==> config.mk <==
export PLATFORM = sky130hd
export DESIGN_NAME = cache_mem_arbiter
export DESIGN_NICKNAME = d
export VERILOG_FILES = /design/src/rtl/cache_mem_arbiter.sv
export SDC_FILE = /design/constraint.sdc
export NUM_CORES = 1
export LEC_CHECK = 0
export CAP_MARGIN = 20
export CELL_PAD_IN_SITES_DETAIL_PLACEMENT = 1
export CELL_PAD_IN_SITES_GLOBAL_PLACEMENT = 1
export CORE_AREA = 2 2 130 132
export CTS_BUF_LIST = sky130_fd_sc_hd__clkbuf_8
export DETAILED_ROUTE_END_ITERATION = 7
export DIE_AREA = 0 0 132 134
export DONT_BUFFER_PORTS = 1
export HOLD_SLACK_MARGIN = 0.15
export MAX_ROUTING_LAYER = met4
export PLACE_DENSITY = 0.47
export SYNTH_ARGS = -nofsm -noshare
export SYNTH_HDL_FRONTEND = slang
export SYNTH_SLANG_ARGS = --single-unit
==> constraint.sdc <==
create_clock -name CLK -period 1.7 [get_ports CLK]
set_input_delay 0.51 -clock CLK [delete_from_list [all_inputs] [get_ports CLK]]
set_output_delay 0.51 -clock CLK [all_outputs]
set_load 0.05 [all_outputs]
==> src/rtl/cache_mem_arbiter.sv <==
// Single-port RAM arbiter between icache and dcache; dcache has priority with a starvation guard for icache.
// Optional ARB_STATS_EN macro adds saturating per-port completion counters on icnt/dcnt.
module cache_mem_arbiter #(
  parameter int STARVE_LIMIT = 8
) (
  input  logic        CLK,
  input  logic        nRST,
  input  logic        iREN,
  input  logic [31:0] iaddr,
  output logic [31:0] iload,
  output logic        iwait,
  input  logic        dREN,
  input  logic        dWEN,
  input  logic [31:0] daddr,
  input  logic [31:0] dstore,
  output logic [31:0] dload,
  output logic        dwait,
  output logic        ramREN,
  output logic        ramWEN,
  output logic [31:0] ramaddr,
  output logic [31:0] ramstore,
  input  logic [31:0] ramload,
  input  logic [1:0]  ramstate,
  output logic        ram_err,
  output logic [31:0] icnt,
  output logic [31:0] dcnt
);

  localparam int SW = $clog2(STARVE_LIMIT + 1);
  localparam logic [1:0] RAM_ACCESS = 2'd2;
  localparam logic [1:0] RAM_ERROR  = 2'd3;

  typedef enum logic [1:0] {
    IDLE   = 2'd0,
    DGRANT = 2'd1,
    IGRANT = 2'd2
  } arb_state_t;

  arb_state_t    state, next_state;
  logic [SW-1:0] starve_cnt;
  logic          dreq;
  logic          starved;
  logic          i_done;
  logic          d_done;

  assign dreq    = dREN | dWEN;
  assign starved = (starve_cnt >= SW'(STARVE_LIMIT));
  // A completion needs the owner still requesting; a dropped request ends the grant silently.
  assign i_done  = (state == IGRANT) && iREN && (ramstate == RAM_ACCESS);
  assign d_done  = (state == DGRANT) && dreq && (ramstate == RAM_ACCESS);

  assign iload = ramload;
  assign dload = ramload;

  always_ff @(posedge CLK or negedge nRST) begin
    if (!nRST) state <= IDLE;
    else       state <= next_state;
  end

  always_comb begin
    next_state = state;
    case (state)
      IDLE: begin
        if (dreq && iREN) next_state = starved ? IGRANT : DGRANT;
        else if (dreq)    next_state = DGRANT;
        else if (iREN)    next_state = IGRANT;
      end
      DGRANT:  if (!dreq || ramstate == RAM_ACCESS) next_state = IDLE;
      IGRANT:  if (!iREN || ramstate == RAM_ACCESS) next_state = IDLE;
      default: next_state = IDLE;
    endcase
  end

  always_comb begin
    ramREN   = 1'b0;
    ramWEN   = 1'b0;
    ramaddr  = 32'd0;
    ramstore = 32'd0;
    iwait    = ~i_done;
    dwait    = ~d_done;
    case (state)
      DGRANT: begin
        ramWEN   = dWEN;
        ramREN   = dREN & ~dWEN;
        ramaddr  = daddr;
        ramstore = dstore;
      end
      IGRANT: begin
        ramREN  = iREN;
        ramaddr = iaddr;
      end
      default: ;
    endcase
  end

  // Counts icache cycles spent waiting outside IGRANT; cleared on grant or when icache goes quiet.
  always_ff @(posedge CLK or negedge nRST) begin
    if (!nRST)
      starve_cnt <= '0;
    else if (!iREN || (next_state == IGRANT && state != IGRANT))
      starve_cnt <= '0;
    else if (state != IGRANT && !starved)
      starve_cnt <= starve_cnt + SW'(1);
  end

  always_ff @(posedge CLK or negedge nRST) begin
    if (!nRST)
      ram_err <= 1'b0;
    else if (state != IDLE && ramstate == RAM_ERROR)
      ram_err <= 1'b1;
  end

`ifdef ARB_STATS_EN
  always_ff @(posedge CLK or negedge nRST) begin
    if (!nRST) begin
      icnt <= 32'd0;
      dcnt <= 32'd0;
    end else begin
      if (i_done && icnt != 32'hFFFF_FFFF) icnt <= icnt + 32'd1;
      if (d_done && dcnt != 32'hFFFF_FFFF) dcnt <= dcnt + 32'd1;
    end
  end
`else
  assign icnt = 32'd0;
  assign dcnt = 32'd0;
`endif

endmodule

; After elaboration in Yosys (flattened, before gate mapping)
; Cells that the tools add are included.
[word_totals]
wordCells = 46
memories = 0
latchBits = 0
ff_bits = 7
out_inout_bits = 197
romBits = 0
in_bits = 135
mem_bits_rw = 0
[op_classes]
mul = 0
n_reduce_logical = 17
div_mod_pow = 0
muxes = 13
n_shift = 0
add_sub_neg = 1
n_eq_ne = 6
n_bitwise = 5
n_lt_le_gt_ge = 1
[op_table]
columns = operator, n
row1 = case mux 32 bit (2 select lines), 1
row2 = two-way mux 32 bit, 1
row3 = two-way mux 2 bit, 6
row4 = "equality test 2 bit, second input constant", 4
row5 = logical AND 1 bit, 8
row6 = two-way mux 4 bit, 2
row7 = case mux 2 bit (3 select lines), 1
row8 = "adder 4 x 1 -> 4 bit, second input constant", 1
row9 = "greater-or-equal comparator 4 bit, second input constant", 1
row10 = nonzero test 2 bit, 2
row11 = logical NOT 1 bit, 3
row12 = logical OR 1 bit, 3
row13 = inverter 1 bit, 3
row14 = "equality test 2 x 1 -> 1 bit, second input constant", 1
row15 = logical NOT 2 bit, 1
row16 = "!= test 2 bit, second input constant", 1
row17 = case mux 1 bit (2 select lines), 1
row18 = AND 1 bit, 1
row19 = two-way mux 1 bit, 1
row20 = bitwise OR 1 bit, 1

; Longest topological paths before layout
[depth]
depth_word = 9
depth_mapped = 7
mapped_depth_nobuf = 6

; Worst setup path after synthesis
; Ideal clock, no wire load.
[synth_path]
path_type = flip-flop to output port
start = reg state[1]
end = out ramREN
arrival_ps = 2243
slack_ps = -1053
path_buffers = 2
path_stages_with_launch = 7
required_ps = 1190
cell_sequence = dfrtp_1 -> inv_1 -> ha_1 -> buf_2 -> buf_2 -> nand3b_1 -> a21boi_0
[synth_via]
elab_chain_len = 2
elab_cells_between_ends = 3
classes_between = eq/ne: 2 / mux: 1
[synth_lines]
columns = item, line
row1 = "start, declared", 39  ; arb_state_t state, next_state;
row2 = "start signal, assigned", 57  ; else state <= next_state;
row3 = equality test 2 bit / equality test 2 x 1 -> 1 bit (equally long branches), 81  ; case (state)
row4 = case mux 1 bit (2 select lines) *, 81
row5 = "end, declared", 18  ; output logic ramREN,
; Mark *: on every way between the ends. The rest lies on a longest branch, timed or not.

; Final worst setup path
; Same ends and word-level chain as after synthesis.

==> results.toml <==
[logic_synthesis]
yosys-top-cells-count = "buf_4 (128), and2_1 (33), nor2b_1 (33)"
synth_top_area_frac = 0.442
synth_area_leaders = "buf_4 (44%), a22oi_1 (11%), and2_1 (9.5%), nor2b_1 (9.5%), dfrtp_1 (8.1%)"
seq_area_frac_synth = 0.0806
synth_area_per_cell_um2 = 7.41
async_flop_share = 1.00
synth_edf_count = 0
yosysMostFrequentCell = "buf_4"
yosysTopAreaCell = "buf_4"
syn-cell-area_um2 = 2170
synth-seq-cells = 7
yosys_warnings = 0
synthDistinctLibCells = 32
synthFlopType = "dfrtp_1"
synthCells = 293

[cells_and_area]
seqCellArea_um2 = 176
diodes = 0
final_nets = 429
multiInputGateArea_um2 = 1750
post-route-util = 0.216
stdcell_count = 507
syn_to_final_growth_pct = 61.9
num-fill-cells = 1867
drive_gt1_frac = 0.638

[flow_run]
cap_viol_max_count = 0

[setup_path]
reg2reg_to = "starve_cnt[0]"
criticalPathCategory = "reg2out"
startpoint = "state[1]"
cp.required_ns = 1.19
startpoint_type = "flop"
end_kind = "output port"
reg2regPathDepth = 8
r2r-start = "state[1]"
r2r_setup_slack_ns = -0.07
crit_arrival_ns = 1.58
path_max_fanout = 9

[sta]
final.period_utilization = 1.23
slew_headroom = 0.662
finalMaxSlewViolations = 0
rsz0062_at_grt = "yes"
min_period_ns = 2.09
max_freq_mhz = 479
setup_violations = 72
skew_ns = 0.00804
final.setup.worst_slack_ns = -0.387
worstMarginPinSlew_ns = 0.506
hold_viol = 0
hold_slack_ns = 0.400
fin_tns_setup_ns = -22.03

[clock_tree]
path_clk_slew_ns = 0.05
clock-sinks = 7
numCtsBuffers = 3
tritoncts = "done"
h-tree-depth = 1
cts.path.max_buffers = 2
root_buffer = "clkbuf_8"
clk_latency_ns = 0.23

[route]
drt_pass1_iterations = 3
dr.max_layer_used = "met4"
dr.first_iter.drc_count = 27
wirelength_um = 8130
drc = 0
via_per_inst = 3.41
route.met3.wl_um = 695
ant_nets = 0
vias = 1729
wl_per_cell_um = 16.0
route.met2.wl_um = 4400
wl_met1_um = 2840

[global_route]
antenna_found_initial = 0
grt_pass1_vias = 1845
grt_usage = 0.0832
grt_pass1_wl_um = 11200
overflow = 0
grt_max_degree = 31

[placement]
place.gp.congestion = 0.720
io_buffers = 0
place_inst = 496
hpwlAfterDp_um = 6650

[power]
power_frac_clock = 0.030
combPwrFrac = 0.936
switchingPower_mw = 3.99
seqPwrFrac = 0.034
leakagePower_nw = 1.44
p_int_mw = 3.68
powerDensity_nw_per_um2 = 2180
ir_drop_mv = 0.531
swShare = 0.521

[floorplan]
ioPinCount = 332
die-width_um = 132
die_area_um2 = 17700
num_rows = 47
start_util = 0.133
fp.coreArea_um2 = 16300
die_h_um = 134

[run_status]
violations = "setup timing"
outcome = "finished, violations left"

[hold_path]
hold_path.class = "in2reg"
min_from = "iREN"
min_to = "starve_cnt[1]"
hold_depth = 2
## worst max path at each step
stage,end
floorplan,ramREN
global placement,ramaddr[2]
detailed placement,ramaddr[2]
CTS,ramaddr[25]
global route,ramaddr[0]
finish,ramREN
## critical path: stages, from the launching register on
cell	delay, ns
dfrtp_1	0.39
inv_2	0.12
ha_4	0.24
buf_12	0.16
nand3b_1	0.12
a21boi_4	0.17
buf_12	0.15
## per-layer routing
| metal | track usage | vias to the layer above |
|---|---|---|
| met5 | - | - |
| met4 | 0.0266 | 0 |
| met3 | 0.0208 | 21 |
| met2 | 0.154 | 133 |
| met1 | 0.0864 | 823 |
| li1 | - | 752 |
## power by group through the flow
stage | Combinational (mW) | Sequential (mW) | Clock (mW)
finish | 7.17 | 0.262 | 0.232
global route | 7.44 | 0.270 | 0.251
CTS | 6.93 | 0.262 | 0.241
detailed placement | 6.57 | 0.260 | 0
global placement | 6.49 | 0.257 | 0
floorplan | 4.81 | 0.250 | 0
## registers in the layout, summed over array words and instances, names as in the netlist
| signal | flops |
|---|---|
| ram_err | 1 |
| state | 2 |
| starve_cnt | 4 |
## through the flow
stage	power, mW	instance area (um2)	worst slack, ns
final	7.67	3520	-0.387
after detailed placement	6.83	3170	-0.267
after global routing	7.97	3520	-0.462
after global placement	6.75	3170	-0.262
after floorplan	5.06	2860	-0.179
after CTS	7.43	3420	-0.403
## logic make-up (layout without fill, tap and decap cells)
group / count (synthesis) / after routing / synth area share
XOR/XNOR: 2 / 2 / 0.00807
flip-flops: 7 / 7 / 0.0806
buffers and inverters: 146 / 77 / 0.477
multiplexers: 1 / 1 / 0.00518
other: 1 / 64 / 0.00173
adder cells (fa/ha/maj): 6 / 6 / 0.0346
AND/OR/NAND/NOR: 82 / 82 / 0.229
AO/OA/AOI/OAI: 48 / 48 / 0.164
## layout by cell type (no fill, tap or decap), types with 2 or more instances in the layout
| cell type | count |
|---|---|
| conb_1 | 64 |
| buf_12 | 52 |
| a22oi_2 | 32 |
| nor2b_4 | 32 |
| and2_4 | 23 |
| and2_2 | 10 |
| nand2_1 | 6 |
| buf_6 | 6 |
| buf_4 | 6 |
| dfrtp_1 | 6 |
| a21oi_1 | 5 |
| inv_1 | 3 |
| nor3_1 | 3 |
| ha_4 | 3 |
| ha_1 | 3 |
| clkbuf_8 | 3 |
| o21bai_1 | 2 |
| o21ai_0 | 2 |
| clkbuf_16 | 2 |
## timing repair
| action | in CTS | in global routing |
|---|---|---|
| gates cloned | 1 | 3 |
| endpoints found under the hold margin | 7 | 0 |
| hold buffers | 1 | 0 |
| pin swaps | 20 | 6 |
| resized for setup | 37 | 11 |
| endpoints found under the setup margin | 73 | 74 |
| setup buffers | 2 | 0 |
## cell type report
| cell class | count | area share |
|---|---|---|
| Inverter | 4 | 0.00498 |
| Multi-Input combinational cell | 203 | 0.496 |
| Clock inverter | 1 | 0.00107 |
| Tap cell | 220 | 0.0783 |
| Clock buffer | 3 | 0.0117 |
| Sequential cell | 7 | 0.0502 |
| Timing Repair Buffer | 69 | 0.357 |
(Power assumes the default switching activity.)
